**src/rtl/io_bus_pkg.sv**
```systemverilog
// ============================================================================
// Module : io_bus_pkg
// Brief  : Shared FSM encoding, operation codes and default decode/timeout
//          constants for the IO access controller.
// Rev    : 1.0  initial release
// ============================================================================
`default_nettype none

package io_bus_pkg;

    typedef enum logic [1:0] {
        ST_IDLE   = 2'd0,
        ST_ACCESS = 2'd1,
        ST_DONE   = 2'd2,
        ST_ABORT  = 2'd3
    } state_t;

    typedef enum logic {
        OP_READ  = 1'b0,
        OP_WRITE = 1'b1
    } op_t;

    localparam logic [31:0] c_uart_base_dflt      = 32'hFFFF_0000;
    localparam logic [31:0] c_uart_mask_dflt      = 32'hFFFF_FFF0;
    localparam logic [7:0]  c_timeout_cycles_dflt = 8'd255;

endpackage : io_bus_pkg

`default_nettype wire

```
**src/rtl/io_addr_decode.sv**
```systemverilog
// ============================================================================
// Module : io_addr_decode
// Brief  : Combinational UART region decode of a 32-bit address.
// Rev    : 1.0  initial release
// ============================================================================
`default_nettype none

module io_addr_decode
    import io_bus_pkg::*;
#(
    parameter logic [31:0] UART_BASE = c_uart_base_dflt,
    parameter logic [31:0] UART_MASK = c_uart_mask_dflt
) (
    input  logic [31:0] addr,
    output logic        is_uart
);

    assign is_uart = ((addr & UART_MASK) == (UART_BASE & UART_MASK));

endmodule : io_addr_decode

`default_nettype wire

```
**src/rtl/io_access_ctrl.sv**
```systemverilog
// ============================================================================
// Module : io_access_ctrl
// Brief  : Single-outstanding IO access FSM steering one request to UART or
//          memory. Optional stall timeout enabled by IO_ACCESS_TIMEOUT_EN.
// Rev    : 1.0  initial release
// ============================================================================
`default_nettype none

module io_access_ctrl
    import io_bus_pkg::*;
#(
    parameter logic [31:0] UART_BASE      = c_uart_base_dflt,
    parameter logic [31:0] UART_MASK      = c_uart_mask_dflt,
    parameter logic [7:0]  TIMEOUT_CYCLES = c_timeout_cycles_dflt
) (
    input  logic        clk,
    input  logic        rst,
    input  logic [31:0] req_addr,
    input  logic [31:0] req_wdata,
    input  logic        req_write,
    input  logic        req_read,
    output logic        req_ready,
    output logic        done,
    output logic        err,
    output logic        sel,
    output logic [31:0] rd_data,
    output logic        write,
    output logic        read,
    input  logic        stall
);

    state_t      r_state;
    state_t      w_next;
    logic [31:0] r_addr;
    logic [31:0] r_wdata;
    op_t         r_op;
    logic        r_sel;
    logic        w_accept;
    logic        w_is_uart;
    logic [31:0] w_dec_addr;
    logic        w_timeout;

    assign w_accept = (r_state == ST_IDLE) && (req_write || req_read);

    // Decoder sees the live request in IDLE; only its value at acceptance is kept.
    assign w_dec_addr = (r_state == ST_IDLE) ? req_addr : r_addr;

    io_addr_decode #(
        .UART_BASE (UART_BASE),
        .UART_MASK (UART_MASK)
    ) u_decode (
        .addr    (w_dec_addr),
        .is_uart (w_is_uart)
    );

`ifdef IO_ACCESS_TIMEOUT_EN
    logic [7:0] r_tcnt;

    assign w_timeout = (r_tcnt == TIMEOUT_CYCLES) && stall;

    always_ff @(posedge clk or posedge rst) begin
        if (rst) begin
            r_tcnt <= 8'd0;
        end else if (w_accept) begin
            r_tcnt <= 8'd0;
        end else if ((r_state == ST_ACCESS) && stall && !w_timeout) begin
            r_tcnt <= r_tcnt + 8'd1;
        end
    end
`else
    assign w_timeout = 1'b0;
`endif

    always_ff @(posedge clk or posedge rst) begin
        if (rst) begin
            r_state <= ST_IDLE;
        end else begin
            r_state <= w_next;
        end
    end

    always_ff @(posedge clk or posedge rst) begin
        if (rst) begin
            r_addr  <= 32'd0;
            r_wdata <= 32'd0;
            r_op    <= OP_READ;
            r_sel   <= 1'b0;
        end else if (w_accept) begin
            r_addr  <= req_addr;
            r_wdata <= req_wdata;
            r_op    <= req_write ? OP_WRITE : OP_READ;   // write wins a tie
            r_sel   <= w_is_uart;
        end else if ((r_state == ST_DONE) || (r_state == ST_ABORT)) begin
            r_sel   <= 1'b0;
        end
    end

    // Stall is checked before timeout so a falling stall on the limit completes.
    always_comb begin
        w_next    = r_state;
        req_ready = 1'b0;
        done      = 1'b0;
        write     = 1'b0;
        read      = 1'b0;
        rd_data   = 32'd0;
        case (r_state)
            ST_IDLE: begin
                req_ready = 1'b1;
                if (w_accept) begin
                    w_next = ST_ACCESS;
                end
            end
            ST_ACCESS: begin
                write   = (r_op == OP_WRITE);
                read    = (r_op == OP_READ);
                rd_data = r_wdata;
                if (!stall) begin
                    w_next = ST_DONE;
                end else if (w_timeout) begin
                    w_next = ST_ABORT;
                end
            end
            ST_DONE: begin
                done   = 1'b1;
                w_next = ST_IDLE;
            end
            ST_ABORT: begin
                done   = 1'b1;
                w_next = ST_IDLE;
            end
            default: begin
                w_next = ST_IDLE;
            end
        endcase
    end

`ifdef IO_ACCESS_TIMEOUT_EN
    assign err = (r_state == ST_ABORT);
`else
    assign err = 1'b0;
`endif

    assign sel = r_sel;

endmodule : io_access_ctrl

`default_nettype wire

```
**config.mk**
```make
export PLATFORM = sky130hd
export DESIGN_NAME = io_access_ctrl
export DESIGN_NICKNAME = d
export VERILOG_FILES = /design/src/rtl/io_bus_pkg.sv /design/src/rtl/io_addr_decode.sv /design/src/rtl/io_access_ctrl.sv
export SDC_FILE = /design/constraint.sdc
export NUM_CORES = 1
export LEC_CHECK = 0
export BUFFER_PORTS_ARGS = -buffer_cell sky130_fd_sc_hd__buf_2
export CORE_ASPECT_RATIO = 1.2
export CORE_UTILIZATION = 41
export CTS_CLUSTER_DIAMETER = 200
export DETAILED_ROUTE_END_ITERATION = 6
export PLACE_DENSITY = 0.81
export REMOVE_ABC_BUFFERS = 1
export SYNTH_ARGS = -nofsm -noshare
export SYNTH_HDL_FRONTEND = slang
export SYNTH_SLANG_ARGS = --single-unit
```
**constraint.sdc**
```tcl
create_clock -name clk -period 1.4 [get_ports clk]
set_input_delay 0.14 -clock clk [delete_from_list [all_inputs] [get_ports clk]]
set_output_delay 0.14 -clock clk [all_outputs]
set_load 0.05 [all_outputs]
```
Word level (Yosys, flattened, before mapping)
Cells that the tools add are included.
{ "totals": {"ff_bits": 68, "input_bits": 69, "output_inout_bits": 38, "word_cells": 31} }
{ "op_classes": {"n_eq_ne": 6, "mux": 12, "bitwise": 1, "reduce_logical": 7} }
{ "ops": {"columns": ["operator", "count"], "rows": [
  ["32-bit two-way mux", 2],
  ["28-bit == test (second input constant)", 1],
  ["1-bit two-way mux", 7],
  ["2-bit case mux with 3 select lines", 1],
  ["2-bit == test (second input constant)", 2],
  ["2-bit two-way mux", 2],
  ["2-bit != test (second input constant)", 2],
  ["2-bit by 1-bit == test with 1-bit output (second input constant)", 1],
  ["2-bit logical NOT", 1],
  ["1-bit logical OR", 2],
  ["2-bit AND reduction", 1],
  ["2-bit nonzero test", 1],
  ["2-bit OR reduction", 1],
  ["1-bit logical AND", 1],
  ["1-bit NOT", 1]
]} }

Longest topological paths before layout
Gate-level depths: netlist (run 1).
{ "depth": {"depth_word": 4, "mapped_depth": 6} }

Modules after synthesis
Synthesis (run 1) repeated with hierarchy kept, for this count alone.
{ "unflattened": {"hier_cells": 236, "hier_area_um2": 3580.9} }
{ "by_module_without_submodules": {"columns": ["mod", "instances", "cells_each", "area_per_inst_um2", "seq_area_each_um2"], "rows": [
  ["io_access_ctrl", 1, 227, 3488.3, 1701.6],
  ["io_addr_decode", 1, 9, 92.6, 0.0]
]} }

Worst setup path before layout (run 1)
OpenSTA, ideal clock, no wires.
{ "synth_path": {"path_kind": "register to register", "start": "register r_state[0]", "end": "register r_wdata[10]", "arrival_time_ns": 1.551, "t_required_ns": 1.275, "setup_slack_ns": -0.276, "path_stages_with_launch": 6, "n_path_buf": 2, "cell_sequence": "dfrtp_1 -> nor2_4 -> o21a_4 -> buf_6 -> buf_8 -> mux2_4"} }
{ "synth_via": {"elab_chain_cells": 2} }
{ "synth_lines": {"columns": ["item", "line", "source"], "rows": [
  ["start, declared", "io_access_ctrl.sv:32", "state_t r_state;"],
  ["start signal, assigned", "io_access_ctrl.sv:78", "r_state <= w_next;"],
  ["2-bit logical NOT", "io_access_ctrl.sv:43", "assign w_accept = (r_state == ST_IDLE) && (req_write || req_read);"],
  ["1-bit logical AND", "io_access_ctrl.sv:43", null],
  ["end signal, assigned", "io_access_ctrl.sv:90", "r_wdata <= req_wdata;"],
  ["end, declared", "io_access_ctrl.sv:35", "logic [31:0] r_wdata;"]
]} }
Every way passes these cells.
A chain may end at the register's enable or synchronous reset.

Final worst setup path (run 1)
{ "layout_path": {"start": "register r_state[1]", "end": "register r_wdata[18]"} }
The elaborated chain is that of the path after synthesis.

==> results of run 1 <==
[area by class of cell]
cell class	count	share of cell area [%]
inverters	2	0.2271
repair buffers	117	30.36
well taps	62	2.347
flip-flops and latches	44	33.31
clock buffers	8	2.725
multi-input cells	98	31.04
[per-layer routing]
layer	up-vias	part of all wire [%]	GRT usage, %	wire, microns
li1	753	-	-	-
met4	0	1.1	4.694	53
met5	-	0	0	0
met1	776	40	20.06	1956
met3	7	3.5	3.986	171
met2	49	56	33.30	2760
[sequential cells by signal (all words and copies together) (netlist names)]
signal	flops
sel	1
r_op	1
r_state	2
r_addr	8
r_wdata	32
[power groups by stage]
stage / combinational, uW / sequential [uW] / clock (uW)
after floorplan: 3600 / 2180 / 0
after global placement: 4630 / 2220 / 0
after detailed placement: 4710 / 2270 / 0
after CTS: 5810 / 2250 / 828
after global routing: 6350 / 2350 / 875
final: 6050 / 2260 / 783
[cell families after synthesis]
kind of cell,synth area share [%]
flip-flops,49.38
AND/OR/NAND/NOR,14.87
other,0.1682
AO/OA/AOI/OAI,2.077
multiplexers,26.43
buffers and inverters,7.071
[worst max-delay path, cell delays in order (launching register included)]
cell and delay, ps:
dfrtp_1 390, buf_4 140, nor2_4 120, o21a_4 250, buf_12 140, buf_16 130, mux2_4 300
[per-stage QoR]
step | util [%] | hold slack, ps
2_1_floorplan | - | 206.4
3_3_place_gp | 52.70 | 164.5
3_5_place_dp | 52.70 | 171.3
4_1_cts | 60.95 | 2.021
5_1_grt | 62.83 | 64.31
6_report | 62.83 | 81.46
[synthesized netlist by cell type (all sizes together) (2+ instances only)]
cell type / n / area share (%)
dfrtp: 44 / 49
mux2: 40 / 26
and2: 33 / 9.3
buf: 9 / 6.2
clkbuf: 3 / 0.51
nand2: 3 / 0.51
nand4: 3 / 0.84
nor2: 3 / 0.84
nor4: 3 / 1.1
and4: 2 / 0.79
inv: 2 / 0.34
or4: 2 / 0.67
[worst max path at each step]
stage / endpoint / slack, ps / depth (start not counted)
floorplan: r_wdata[3]$_DFFE_PP0P_ / -750 / 3
global placement: rd_data[0] / 2 / 4
detailed placement: write / -0.1 / 4
CTS: rd_data[9] / -180 / 4
global route: r_wdata[22]$_DFFE_PP0P_ / -250 / 6
finish: r_wdata[18]$_DFFE_PP0P_ / -180 / 6
[what timing repair did]
action,4_1_cts,5_1_grt
hold endpoints to repair,19,1
cloned,2,1
gates resized for setup,80,17
buffers inserted,2,1
setup endpoints to repair,38,76
hold buffers,1,1
pin swaps,3,1
==> metrics.md, run 1 <==
| Metric | Value |
|---|---|
| First-pass GRT wire length | `around 8000 microns` |
| Worst Path Max Fanout | `8` |
| Ys Warns | `0` |
| Post-synth EDFFs | `0` |
| GRT Total Usage | `~18%` |
| R2R Setup Slk | `-180 ps` |
| Overflow after GRT | `0` |
| R2R depth | `6` |
| Post-DP Area | `between 0.002 and 0.003 sq mm` |
| Syn_area_per_cell | `between 10 and 15 sq um` |
| Hpwl dp | `3435 microns` |
| Min-delay worst type | `input port to flop` |
| Die height | `between 80 and 90 microns` |
| CTS sink cnt | `44` |
| Core Rows | `29` |
| Post-route clock period utilization | `112.6%` |
| Power Density | `roughly 2800 mW/mm^2` |
| Worst vdd ir | `about 1.2 mV` |
| Buffers on Ports | `between 100 and 150` |
| Cell depth of the worst hold path | `2` |
| Logic pwr share | `roughly two thirds` |
| Initial antenna violation count | `0` |
| 1st-pass router iterations | `5` |
| ANT cells | `0` |
| HP Start | `req_wdata[24]` |
| Die area | `~0.0057 sq mm` |
| Place WS | `-0.1280 ps` |
| CP startpoint | `r_state[1]$_DFFE_PP0P_` |
| Flops & latches, synth | `44` |
| Fmax | `approximately 0.63 GHz` |
| Fin area | `about 0.0033 sq mm` |
| Layout Skew | `between 3 and 4 ps` |
| RR Endpoint | `r_wdata[18]$_DFFE_PP0P_` |
| Total power | `a little over 9000 uW` |
| CTS tree | `yes` |
| Netlist cell types | `28` |
| Multi-input gate area in the final layout | `~0.001 sq mm` |
| RSZ-0062 raised after global routing | `yes` |
| Area of the core | `around 0.0053 sq mm` |
| Run status | `finished, violations left` |
| Failing checks | `negative setup slack` |
| RR Startpoint | `r_state[1]$_DFFE_PP0P_` |
| Highest-count cells in the layout ignoring fill and taps | `66 x buf_2, 44 x dfrtp_1, 40 x mux2_4` |
| ANT nets after route | `0` |
| Seq/Total Area, Yosys | `between 40 and 50%` |
| Setup CP Type | `flop to flop` |
| Final min period | `around 1600 ps` |
| Final #Nets | `approximately 340` |
| Syn Std Cell Area | `0.002230 sq mm` |
| Reg power frac | `between 20 and 25%` |
| Max_cap viols | `0` |
| Routed via count | `1585` |
| Syn Inst Count | `156` |
| Largest net degree at the start of global routing | `30` |
| Pleak | `0.001644 uW` |
| Clock root cell | `clkbuf_8` |
| Clock Latency Late Sink | `280 ps` |
| Initial core utilization | `between 40% and 50%` |
| Post-DR wirelength/cell | `roughly 15 microns` |
| CTS buffer count | `5` |
| Final worst setup slack | `-176.7 ps` |
| Cell count after placement | `315` |
| CTS max path bufs | `2` |
| Register Area | `0.001101 sq mm` |
| Via density | `4.789` |
| Fill cell total of the finished layout | `between 400 and 500` |
| Clock share of power | `under 10%` |
| Post-synth top flop | `dfrtp_1` |
| Final cell count without fillers | `~330` |
| # IOs | `roughly 110` |
| DR iter-0 viols | `39` |
| DRC errors left | `0` |
| Final Hold Viols | `0` |
| Die width | `between 60 and 70 microns` |
| Endpoint, Worst Hold | `r_wdata[24]$_DFFE_PP0P_` |
| Worst Setup End Kind | `flop` |
| Max-slew violations | `0` |
| GP Congestion | `around 0.74` |
| Sw Ratio | `roughly two fifths` |
| Final setup violation count | `74` |
| Area grow syn2layout | `48.26%` |
| Vias in the first global route | `roughly 1600` |
| Worst EP required | `around 1600 ps` |
| Setup_tns | `-8941 ps` |
| Arrival time at the worst endpoint | `roughly 1800 ps` |
| Cell Int Power | `5306 uW` |
| CTS clk-pin slew, worst paths | `70 ps` |
| WL final | `4942 microns` |
| Async set-reset flop share out of synthesis | `between 90% and 100%` |
| Layout cells sized above 1 | `between 60 and 70%` |
| Net Switching | `3786 uW` |
| Worst setup SP type | `flop` |
| H-tree depth | `2` |
| Most common cell after layout, fill and taps aside | `buf_2` |
(Power assumes the default switching activity.)
==> inputs of run 2 (changes only) <==
--- a/config.mk
+++ b/config.mk
@@ -9,8 +9,9 @@
 export CORE_ASPECT_RATIO = 1.2
 export CORE_UTILIZATION = 41
 export CTS_CLUSTER_DIAMETER = 200
+export CTS_CLUSTER_SIZE = 40
 export DETAILED_ROUTE_END_ITERATION = 6
-export PLACE_DENSITY = 0.81
+export PLACE_DENSITY = 0.79
 export REMOVE_ABC_BUFFERS = 1
 export SYNTH_ARGS = -nofsm -noshare
 export SYNTH_HDL_FRONTEND = slang
==> metrics.md, run 2 (synthesis gave the netlist of run 1 again) <==
| Metric | Value |
|---|---|
| Run status | `finished, violations left` |
| Failing checks | `negative setup slack` |
| Worst path cell trace | `and2b_2, buf_12, and2_1, buf_6` |
| Area grow syn2layout | `48.43%` |
| Die area | `0.005738 sq mm (unchanged)` |
| Clock Latency Late Sink | `290 ps (about the same)` |
| Final #Nets | `339 (+0.59%)` |
| Worst vdd ir | `1.327 mV (+7.3%)` |
| Buf/Inv on CP | `2 (-1)` |
| Hold slack | `73.25 ps (-8.210 ps)` |
| Die height | `82.78 microns (unchanged)` |
| Clock root cell | `clkbuf_8` |
| RR Startpoint | `r_state[1]$_DFFE_PP0P_` |
| Area of the core | `0.005261 sq mm (unchanged)` |
| Place WS | `-65.67 ps (-65.55 ps)` |
| Max-slew violations | `0 (unchanged)` |
| Die width | `69.32 microns (unchanged)` |
| Layout cells sized above 1 | `64.94% (-0.85 points)` |
| Overflow after GRT | `0 (unchanged)` |
| Initial core utilization | `42.38% (unchanged)` |
| Slowest stage delay, CP | `400 ps (about the same)` |
| ANT cells | `0 (unchanged)` |
| Critical path's top delay family | `simple AND/OR/NAND/NOR gates` |
| Final worst setup slack | `-168.5 ps (+8.160 ps)` |
| Setup CP Type | `flop to output pin` |
| ANT nets after route | `0 (unchanged)` |
| Fill cell total of the finished layout | `415 (+0.48%)` |
| HP Start | `req_wdata[15]` |
| Endpoint, Worst Hold | `r_wdata[15]$_DFFE_PP0P_` |
| DRC errors left | `0 (unchanged)` |
| CTS tree | `yes` |
| Vias in the first global route | `1612 (-1.4%)` |
| GRT Total Usage | `17.11% (-0.45 points)` |
| Highest-count cells in the layout ignoring fill and taps | `66 x buf_2, 43 x dfrtp_1, 40 x mux2_4` |
| Final setup violation count | `73 (-1.4%)` |
| CTS buffer count | `5 (unchanged)` |
| CTS sink cnt | `44 (unchanged)` |
| 1st-pass router iterations | `3 (-2)` |
| Max reg flops | `32 (unchanged)` |
| RSZ-0062 raised after global routing | `yes` |
| DR iter-0 viols | `29 (-26%)` |
| Arrival time at the worst endpoint | `1430 ps (-320 ps)` |
| Final Hold Viols | `0 (unchanged)` |
| Routed via count | `1621 (+2.3%)` |
| Layout Skew | `8.086 ps (+4.547 ps)` |
| # IOs | `107 (unchanged)` |
| Worst setup SP type | `flop` |
| Via density | `4.868 (+1.7%)` |
| Fmax | `0.6375 GHz (+0.52%)` |
| Post-route clock period utilization | `112.0% (-0.58 points)` |
| Setup_tns | `-9634 ps (-692.9 ps)` |
| WL final | `5122 microns (+3.6%)` |
| Biggest regs | `r_wdata: 32 flops, r_addr: 8 flops, r_state: 2 flops` |
| Fin area | `0.003309 sq mm (+0.11%)` |
| Final min period | `1569 ps (-8.160 ps)` |
| Top reg by flops | `r_wdata` |
| Hpwl dp | `3213 microns (-6.5%)` |
| R2R Setup Slk | `-150 ps (+30 ps)` |
| Worst EP required | `1260 ps (-310 ps)` |
| Worst Path Max Fanout | `28 (+20)` |
| CTS clk-pin slew, worst paths | `90 ps (+20 ps)` |
| Power Density | `2737 mW/mm^2 (-0.49%)` |
| Pleak | `0.001649 uW (+0.27%)` |
| Initial antenna violation count | `0 (unchanged)` |
| CTS max path bufs | `2 (unchanged)` |
| Max_cap viols | `0 (unchanged)` |
| R2R depth | `5 (-1)` |
| Post-DR wirelength/cell | `15.38 microns (+3.0%)` |
| Cell with the largest stage delay on the worst path | `dfrtp_2` |
| Cell depth of the worst hold path | `2 (unchanged)` |
| Post-DP Area | `0.002758 sq mm (-0.54%)` |
| Final Util | `62.90% (+0.071 points)` |
| First-pass GRT wire length | `7631 microns (-2.0%)` |
| Buffers on Ports | `101 (unchanged)` |
| Core Rows | `29 (unchanged)` |
| Worst Setup End Kind | `output pin` |
| Largest net degree at the start of global routing | `45 (+50%)` |
| Most common cell after layout, fill and taps aside | `buf_2` |
| H-tree depth | `2 (unchanged)` |
| Min-delay worst type | `input port to flop` |
| RR Endpoint | `r_wdata[17]$_DFFE_PP0P_` |
| GP Congestion | `0.7027 (-5.4%)` |
==> run 2: layer usage <==
| layer | part of all wire, % | GRT usage, % | vias up |
|---|---|---|---|
| met5 | 0 | 0 | - |
| li1 | - | - | 759 |
| met2 | 56 | 31.07 | 54 |
| met1 | 39 | 20.06 | 802 |
| met3 | 3.8 | 4.348 | 6 |
| met4 | 1.0 | 5.306 | 0 |
==> run 2: cell type report <==
cell class / count / area [sq um] / share of cell area, %
Clock buffer: 6 / 82.58 / 2.495
Clock inverter: 2 / 10.01 / 0.3025
Inverter: 2 / 7.507 / 0.2268
Multi-Input combinational cell: 98 / 1011 / 30.55
Sequential cell: 44 / 1102 / 33.31
Tap cell: 62 / 77.57 / 2.344
Timing Repair Buffer: 119 / 1018 / 30.78
==> run 2: stage by stage <==
stage,power (uW),std cells
after floorplan,5776,144
after global placement,6821,313
after detailed placement,6933,313
after CTS,8622,325
after global routing,9523,333
final,9058,333
==> run 2: worst register-to-register path: cells and delay by family, from the launching register on <==
family	cells	cell delay (ps)
DFF	1	400
muxes	1	300
buffers and inverters	2	360
AOI/OAI and AO/OA	1	270
and+or+nand+nor	1	100
==> run 2: power by group <==
group / total, uW / switching, uW / internal, uW
clock network: 808 / 414 / 394
registers: 2250 / 346 / 1910
logic: 6000 / 3050 / 2940
total: 9060 / 3810 / 5250
==> run 2: timing repair <==
item	4_1_cts	5_1_grt
resized for setup	81	7
hold buffers	2	0
pin swaps	1	0
cloned	0	6
endpoints found under the setup margin	35	76
setup buffers	2	2
endpoints found under the hold margin	45	0
==> run 2: worst max path at each step <==
| stage | start | endpoint | slack [ps] | depth (start not counted) |
|---|---|---|---|---|
| floorplan | r_state[1]$_DFFE_PP0P_ | r_wdata[3]$_DFFE_PP0P_ | -750 | 3 |
| global placement | r_state[1]$_DFFE_PP0P_ | rd_data[20] | -30 | 4 |
| detailed placement | r_state[1]$_DFFE_PP0P_ | rd_data[20] | -70 | 4 |
| CTS | r_state[1]$_DFFE_PP0P_ | rd_data[10] | -190 | 4 |
| global route | r_state[1]$_DFFE_PP0P_ | rd_data[23] | -240 | 4 |
| finish | r_state[1]$_DFFE_PP0P_ | write | -170 | 4 |
